===== config.mk =====
export PLATFORM = sky130hd
export DESIGN_NAME = game_flow_ctrl
export DESIGN_NICKNAME = d
export VERILOG_FILES = /design/src/rtl/game_flow_ctrl.sv
export SDC_FILE = /design/constraint.sdc
export NUM_CORES = 1
export LEC_CHECK = 0
export BUFFER_PORTS_ARGS = -buffer_cell sky130_fd_sc_hd__buf_2
export CAP_MARGIN = 20
export CELL_PAD_IN_SITES_DETAIL_PLACEMENT = 1
export CELL_PAD_IN_SITES_GLOBAL_PLACEMENT = 2
export CORE_MARGIN = 10
export CORE_UTILIZATION = 38
export CTS_CLUSTER_SIZE = 8
export DETAILED_ROUTE_END_ITERATION = 7
export GPL_ROUTABILITY_DRIVEN = 0
export PLACE_DENSITY_LB_ADDON = 0.1
export SYNTH_ARGS = -nofsm -noshare
export SYNTH_HDL_FRONTEND = slang
export SYNTH_SLANG_ARGS = --single-unit

===== constraint.sdc =====
create_clock -name i_clk -period 3.4 [get_ports i_clk]
set_clock_uncertainty 0.1 [all_clocks]
set_input_delay 0.51 -clock i_clk [delete_from_list [all_inputs] [get_ports i_clk]]
set_output_delay 0.51 -clock i_clk [all_outputs]
set_load 0.01 [all_outputs]

===== src/rtl/game_flow_ctrl.sv =====
// Frame-synchronous START/MENU/GAME/PAUSE/OVER sequencer for the VGA screen selector.
// Decodes PS/2 make events, commits screen changes on frame start, gates movement, runs the game timer.
//   state   | meaning
//   S_START | title screen, waits for ENTER
//   S_MENU  | menu, ENTER starts a fresh game, ESC back to title
//   S_GAME  | play, timer running while unblanked
//   S_PAUSE | play frozen, timer held
//   S_OVER  | time expired, ENTER back to menu
module game_flow_ctrl #(
    parameter int FRAMES_PER_SEC = 60,
    parameter int TIME_LIMIT     = 99,
    parameter int BLANK_FRAMES   = 2
) (
    input  logic        i_clk,
    input  logic        i_rst,
    input  logic [15:0] i_keycode,
    input  logic        i_vsync,
    input  logic        i_move_up,
    input  logic        i_move_down,
    input  logic        i_move_right,
    input  logic        i_move_left,
    output logic [2:0]  o_screen,
    output logic        o_blank,
    output logic        o_move_up_g,
    output logic        o_move_down_g,
    output logic        o_move_right_g,
    output logic        o_move_left_g,
    output logic [9:0]  o_time_s
);

    typedef enum logic [2:0] {
        S_START = 3'd0,
        S_MENU  = 3'd1,
        S_GAME  = 3'd2,
        S_PAUSE = 3'd3,
        S_OVER  = 3'd4
    } state_t;

    localparam int FC_W = (FRAMES_PER_SEC > 1) ? $clog2(FRAMES_PER_SEC) : 1;
    localparam int BC_W = $clog2(BLANK_FRAMES + 1);
    localparam logic [FC_W-1:0] FC_MAX  = FC_W'(FRAMES_PER_SEC - 1);
    localparam logic [9:0]      T_LIM   = 10'(TIME_LIMIT);
    localparam logic [BC_W-1:0] BC_LOAD = BC_W'(BLANK_FRAMES);
    localparam logic [BC_W-1:0] BC_ONE  = BC_W'(1);
    localparam logic [7:0] K_ENTER = 8'h5A;
    localparam logic [7:0] K_ESC   = 8'h76;
    localparam logic [7:0] K_P     = 8'h4D;

    state_t          r_state;
    state_t          r_pend;
    state_t          w_state_nxt;
    state_t          w_req_tgt;
    logic            w_req_v;
    logic            w_apply;
    logic            w_frame_start;
    logic            w_key_evt;
    logic [15:0]     r_prev_kc;
    logic            r_key_evt;
    logic [7:0]      r_key;
    logic            r_vsync;
    logic            r_vsync_d;
    logic            r_pend_v;
    logic            r_blank;
    logic [BC_W-1:0] r_blank_cnt;
    logic [FC_W-1:0] r_fc;
    logic [9:0]      r_time;
    logic [3:0]      r_move_g;

    assign w_key_evt     = (i_keycode != r_prev_kc) && (i_keycode[15:8] != 8'hF0);
    assign w_frame_start = r_vsync & ~r_vsync_d;

    always_ff @(posedge i_clk or posedge i_rst) begin
        if (i_rst) begin
            r_prev_kc <= 16'h0000;
            r_key_evt <= 1'b0;
            r_key     <= 8'h00;
            r_vsync   <= 1'b0;
            r_vsync_d <= 1'b0;
        end else begin
            r_prev_kc <= i_keycode;
            r_key_evt <= w_key_evt;
            r_key     <= i_keycode[7:0];
            r_vsync   <= i_vsync;
            r_vsync_d <= r_vsync;
        end
    end

    // Legal key -> requested target for the current screen; anything else yields no request.
    always_comb begin
        w_req_v   = 1'b0;
        w_req_tgt = r_state;
        if (r_key_evt) begin
            case (r_state)
                S_START: if (r_key == K_ENTER) begin w_req_v = 1'b1; w_req_tgt = S_MENU; end
                S_MENU: begin
                    if (r_key == K_ENTER)    begin w_req_v = 1'b1; w_req_tgt = S_GAME;  end
                    else if (r_key == K_ESC) begin w_req_v = 1'b1; w_req_tgt = S_START; end
                end
                S_GAME: begin
                    if (r_key == K_P)        begin w_req_v = 1'b1; w_req_tgt = S_PAUSE; end
                    else if (r_key == K_ESC) begin w_req_v = 1'b1; w_req_tgt = S_MENU;  end
                end
                S_PAUSE: begin
                    if (r_key == K_P)        begin w_req_v = 1'b1; w_req_tgt = S_GAME;  end
                    else if (r_key == K_ESC) begin w_req_v = 1'b1; w_req_tgt = S_MENU;  end
                end
                S_OVER: if (r_key == K_ENTER) begin w_req_v = 1'b1; w_req_tgt = S_MENU; end
                default: ;
            endcase
        end
    end

    always_comb begin
        w_apply     = 1'b0;
        w_state_nxt = r_state;
        if (w_frame_start && !r_blank) begin
            if (r_state == S_GAME && r_time == T_LIM) begin
                w_apply     = 1'b1;
                w_state_nxt = S_OVER;
            end else if (r_pend_v) begin
                w_apply     = 1'b1;
                w_state_nxt = r_pend;
            end
        end
    end

    always_ff @(posedge i_clk or posedge i_rst) begin
        if (i_rst) r_state <= S_START;
        else       r_state <= w_state_nxt;
    end

    // A capture in the same cycle as an applied change survives for the next frame start.
    always_ff @(posedge i_clk or posedge i_rst) begin
        if (i_rst) begin
            r_pend      <= S_START;
            r_pend_v    <= 1'b0;
            r_blank     <= 1'b0;
            r_blank_cnt <= '0;
            r_fc        <= '0;
            r_time      <= 10'd0;
            r_move_g    <= 4'b0000;
        end else begin
            if (w_req_v && !r_blank) begin
                r_pend   <= w_req_tgt;
                r_pend_v <= 1'b1;
            end else if (w_apply) begin
                r_pend_v <= 1'b0;
            end

            if (w_frame_start) begin
                if (w_apply) begin
                    r_blank     <= 1'b1;
                    r_blank_cnt <= BC_LOAD;
                end else if (r_blank) begin
                    r_blank_cnt <= r_blank_cnt - 1'b1;
                    if (r_blank_cnt == BC_ONE) r_blank <= 1'b0;
                end

                if (w_apply && r_state == S_MENU && w_state_nxt == S_GAME) begin
                    r_fc   <= '0;
                    r_time <= 10'd0;
                end else if (r_state == S_GAME && !r_blank) begin
                    if (r_fc == FC_MAX) begin
                        r_fc <= '0;
                        if (r_time < T_LIM) r_time <= r_time + 10'd1;
                    end else begin
                        r_fc <= r_fc + 1'b1;
                    end
                end
            end

            r_move_g <= {i_move_up, i_move_down, i_move_right, i_move_left}
                        & {4{(r_state == S_GAME) && !r_blank}};
        end
    end

    assign o_screen       = r_state;
    assign o_blank        = r_blank;
    assign o_time_s       = r_time;
    assign o_move_up_g    = r_move_g[3];
    assign o_move_down_g  = r_move_g[2];
    assign o_move_right_g = r_move_g[1];
    assign o_move_left_g  = r_move_g[0];

endmodule


==> run_results.csv <==
group,metric,value,unit
status,status,"finished clean",
clock_network,ctsResizeCount,0,
logic_synthesis,synth-main-ff-cell,"dfrtp_1",
setup_path,r2r_cells,5,
floorplanning,core_area,0.00603,mm^2
grt,grt_max_degree,50,
layout,drive_gt1_share,24.8,%
routing,dr.pass1.iters,4,
routing,drt-initial-drc-count,36,
hold_path,worstHoldPathType,"input port to flop",
pwr,p_leak,1.30,nW
routing,wl_per_cell,16.9,um
setup_path,r2r_slack,0.98,ns
timing,drv_slew,0,
clock_network,cts_root_buffer,"clkbuf_8",
clock_network,cts_made_buffers,5,
routing,dr_total_vias,1835,
logic_synthesis,synth_edf_count,0,
setup_path,crit_start,"o_screen[1]",
clock_network,clkSlewWorstSetupHoldPaths,0.10,ns
timing,max_freq,414,MHz
logic_synthesis,synth_most_common_cell,"dfrtp_1",
hold_path,min_to,"r_vsync",
setup_path,arrival,2.53,ns
placement,hpwl,4360,um
grt,antenna_found_initial,0,
grt,grt_util_all_layers,11.9,%
clock_network,tritoncts,"yes",
layout,area_delta_synth_final,17.1,%
setup_path,worst-setup-path-type,"flop to flop",
placement,place_ws,0.982,ns
clock_network,clock-sinks,49,
grt,grt_pass1_vias,1991,
clock_network,cts_setup_buffers,0,
setup_path,start_kind,"flop",
grt,grt_pass1_wl,9790,um
floorplanning,rows,28,
logic_synthesis,synth_top_area_cell,"dfrtp_1",
layout,diodes,0,
floorplanning,die-height,99.3,um
timing,rsz0062_at_grt,"no",
logic_synthesis,synth_top_area_share,51.3,%
logic_synthesis,ys_async_sr_fraction,100,%
hold_path,worstHoldStart,"i_vsync",
pwr,irDropWorstVdd,212,uV
logic_synthesis,syn_avg_cell_area,10.9,um^2
timing,fin_tns_setup,0,ns
timing,hold_violations,0,
placement,port-buffer-count,40,
timing,fin_crit,2.42,ns
timing,tightest_slew,0.529,ns
setup_path,cp-end-kind,"flop",
floorplanning,die_w,99.3,um
logic_synthesis,yosysSeqAreaShare,51.3,%
layout,nets,287,
grt,grt_overflow,0,
routing,viasPerCell,5.45,
logic_synthesis,syn_area,0.00239,mm^2
setup_path,timing.critical_path.cells,"or3b_1 > or4_4 > a211oi_4 > nor4_1 > mux2_2",
logic_synthesis,ys_seq_elements,49,
routing,drtAntennaViolNets,0,
logic_synthesis,synth_area_leaders,"dfrtp_1, xnor2_1, nand2_1",
clock_network,clk-insertion-delay-late,0.31,ns
logic_synthesis,synth_nets,245,
timing,setup_slack,0.982,ns
timing,period_share,71.1,%
flow_run,maxCapViolCount,0,
floorplanning,die-area,0.00986,mm^2
clock_network,h-tree-depth,2,
clock_network,cts_buffer_depth,2,
routing,drc,0,
hold_path,hold_path_depth,1,
timing,setup_viol,0,
setup_path,slowest_delay,0.58,ns
floorplanning,start_util,39.7,%
logic_synthesis,yosysWarnings,0,
layout,num-fill-cells,690,
setup_path,crit_slowest_cell,"or4_4",
setup_path,rr_endpoint,"r_fc[0]",
setup_path,cp.required,3.51,ns
pwr,p_per_area,421,mW/mm^2
setup_path,cp_max_fo,12,
logic_synthesis,synth_cells,219,
logic_synthesis,synth_cell_types,52,
floorplanning,ioPinCount,41,
setup_path,r2r_start,"o_screen[1]",
timing,slew_headroom,64.3,%
logic_synthesis,ys_top_cells_by_count,"dfrtp_1, nand2_1, xnor2_1",
routing,routed_wl,5710,um
layout make-up:
cell class	count	area, um^2	share of cell area [%]
clock buffer	6	82.6	2.95
clock inverter	2	37.5	1.34
inverter	6	22.5	0.805
multi-input combinational	156	1100	39.2
sequential	49	1230	43.8
tap	75	93.8	3.35
timing repair buffer	43	238	8.50
what timing repair did:
action                                  in CTS  in global routing
endpoints found under the hold margin        0                  7
hold buffers                                 0                  1
endpoints found under the setup margin       0                  0
metrics by stage:
step,power (W),area (um^2),instances,utilization (%),hold slack (ns)
after floorplan,0.000706,2390,219,-,0.279
after global routing,0.00123,2800,337,46.4,0.196
after CTS,0.00119,2770,335,45.9,0.193
after global placement,0.000741,2650,327,43.9,0.338
final,0.00118,2800,337,46.4,0.197
after detailed placement,0.000744,2650,327,43.9,0.334
metal layers:
layer  GRT usage [%]  share of wire [%]  wire, um
met1            15.7                 50      2860
met2            17.8                 44      2500
met3            4.43                5.6       322
met4            3.31               0.60        34
met5               0                  0         0
cells in the final DEF, fill, tap and decap left out, types with 3 or more instances in the layout:
cell / count
nand3b_1: 3
inv_1: 5
nor2b_1: 5
nand4_1: 7
dfrtp_1: 49
clkbuf_8: 6
nand2_1: 17
a21oi_1: 4
xnor2_1: 16
buf_2: 40
nand3_1: 8
and4_1: 3
nor4_1: 7
nor2_1: 7
or3_1: 6
o31ai_1: 4
ha_1: 3
or4_1: 3
o21ai_0: 9
mux2_2: 3
and2_1: 7
kinds of logic (layout without fill, tap and decap cells):
logic type | Yosys count | after routing | share of synthesized area, %
muxes | 5 | 5 | 2.25
and+or+nand+nor | 95 | 95 | 25.0
AOI/OAI and AO/OA | 36 | 36 | 10.9
xor gates and xnor gates | 17 | 17 | 6.23
adders and majority gates | 3 | 3 | 1.57
buffers and inverters | 14 | 57 | 2.77
DFF | 49 | 49 | 51.3
registers in the layout (all words and copies together) (netlist names):
signal,flops
o_time_s,10
r_prev_kc,9
r_key,7
r_fc,6
r_move_g,4
o_screen,3
r_pend,3
r_blank_cnt,2
o_blank,1
r_key_evt,1
r_pend_v,1
r_vsync,1
r_vsync_d,1
worst max path at each step:
stage	end	slack, ns	cells after the start
after detailed placement	r_fc[0]	0.98	5
after global placement	r_fc[0]	1.00	5
after CTS	r_fc[0]	0.96	5
after floorplan	r_fc[0]	1.13	6
final	r_fc[0]	0.98	5
after global routing	o_time_s[3]	0.80	5
power by group:
part           internal, W  switching [W]  leakage (nW)
Combinational    0.0000511      0.0000490         0.614
Sequential        0.000608      0.0000236         0.634
Clock             0.000239       0.000205        0.0574
Total             0.000899       0.000278          1.30
worst max-delay path, delay by kind of cell (launching register included):
kind | cells | cell delay [ns]
multiplexers | 1 | 0.26
AO/OA/AOI/OAI | 1 | 0.27
AND/OR/NAND/NOR | 3 | 1.11
flip-flops | 1 | 0.57
Note: power is estimated with default switching activity, not from simulation.
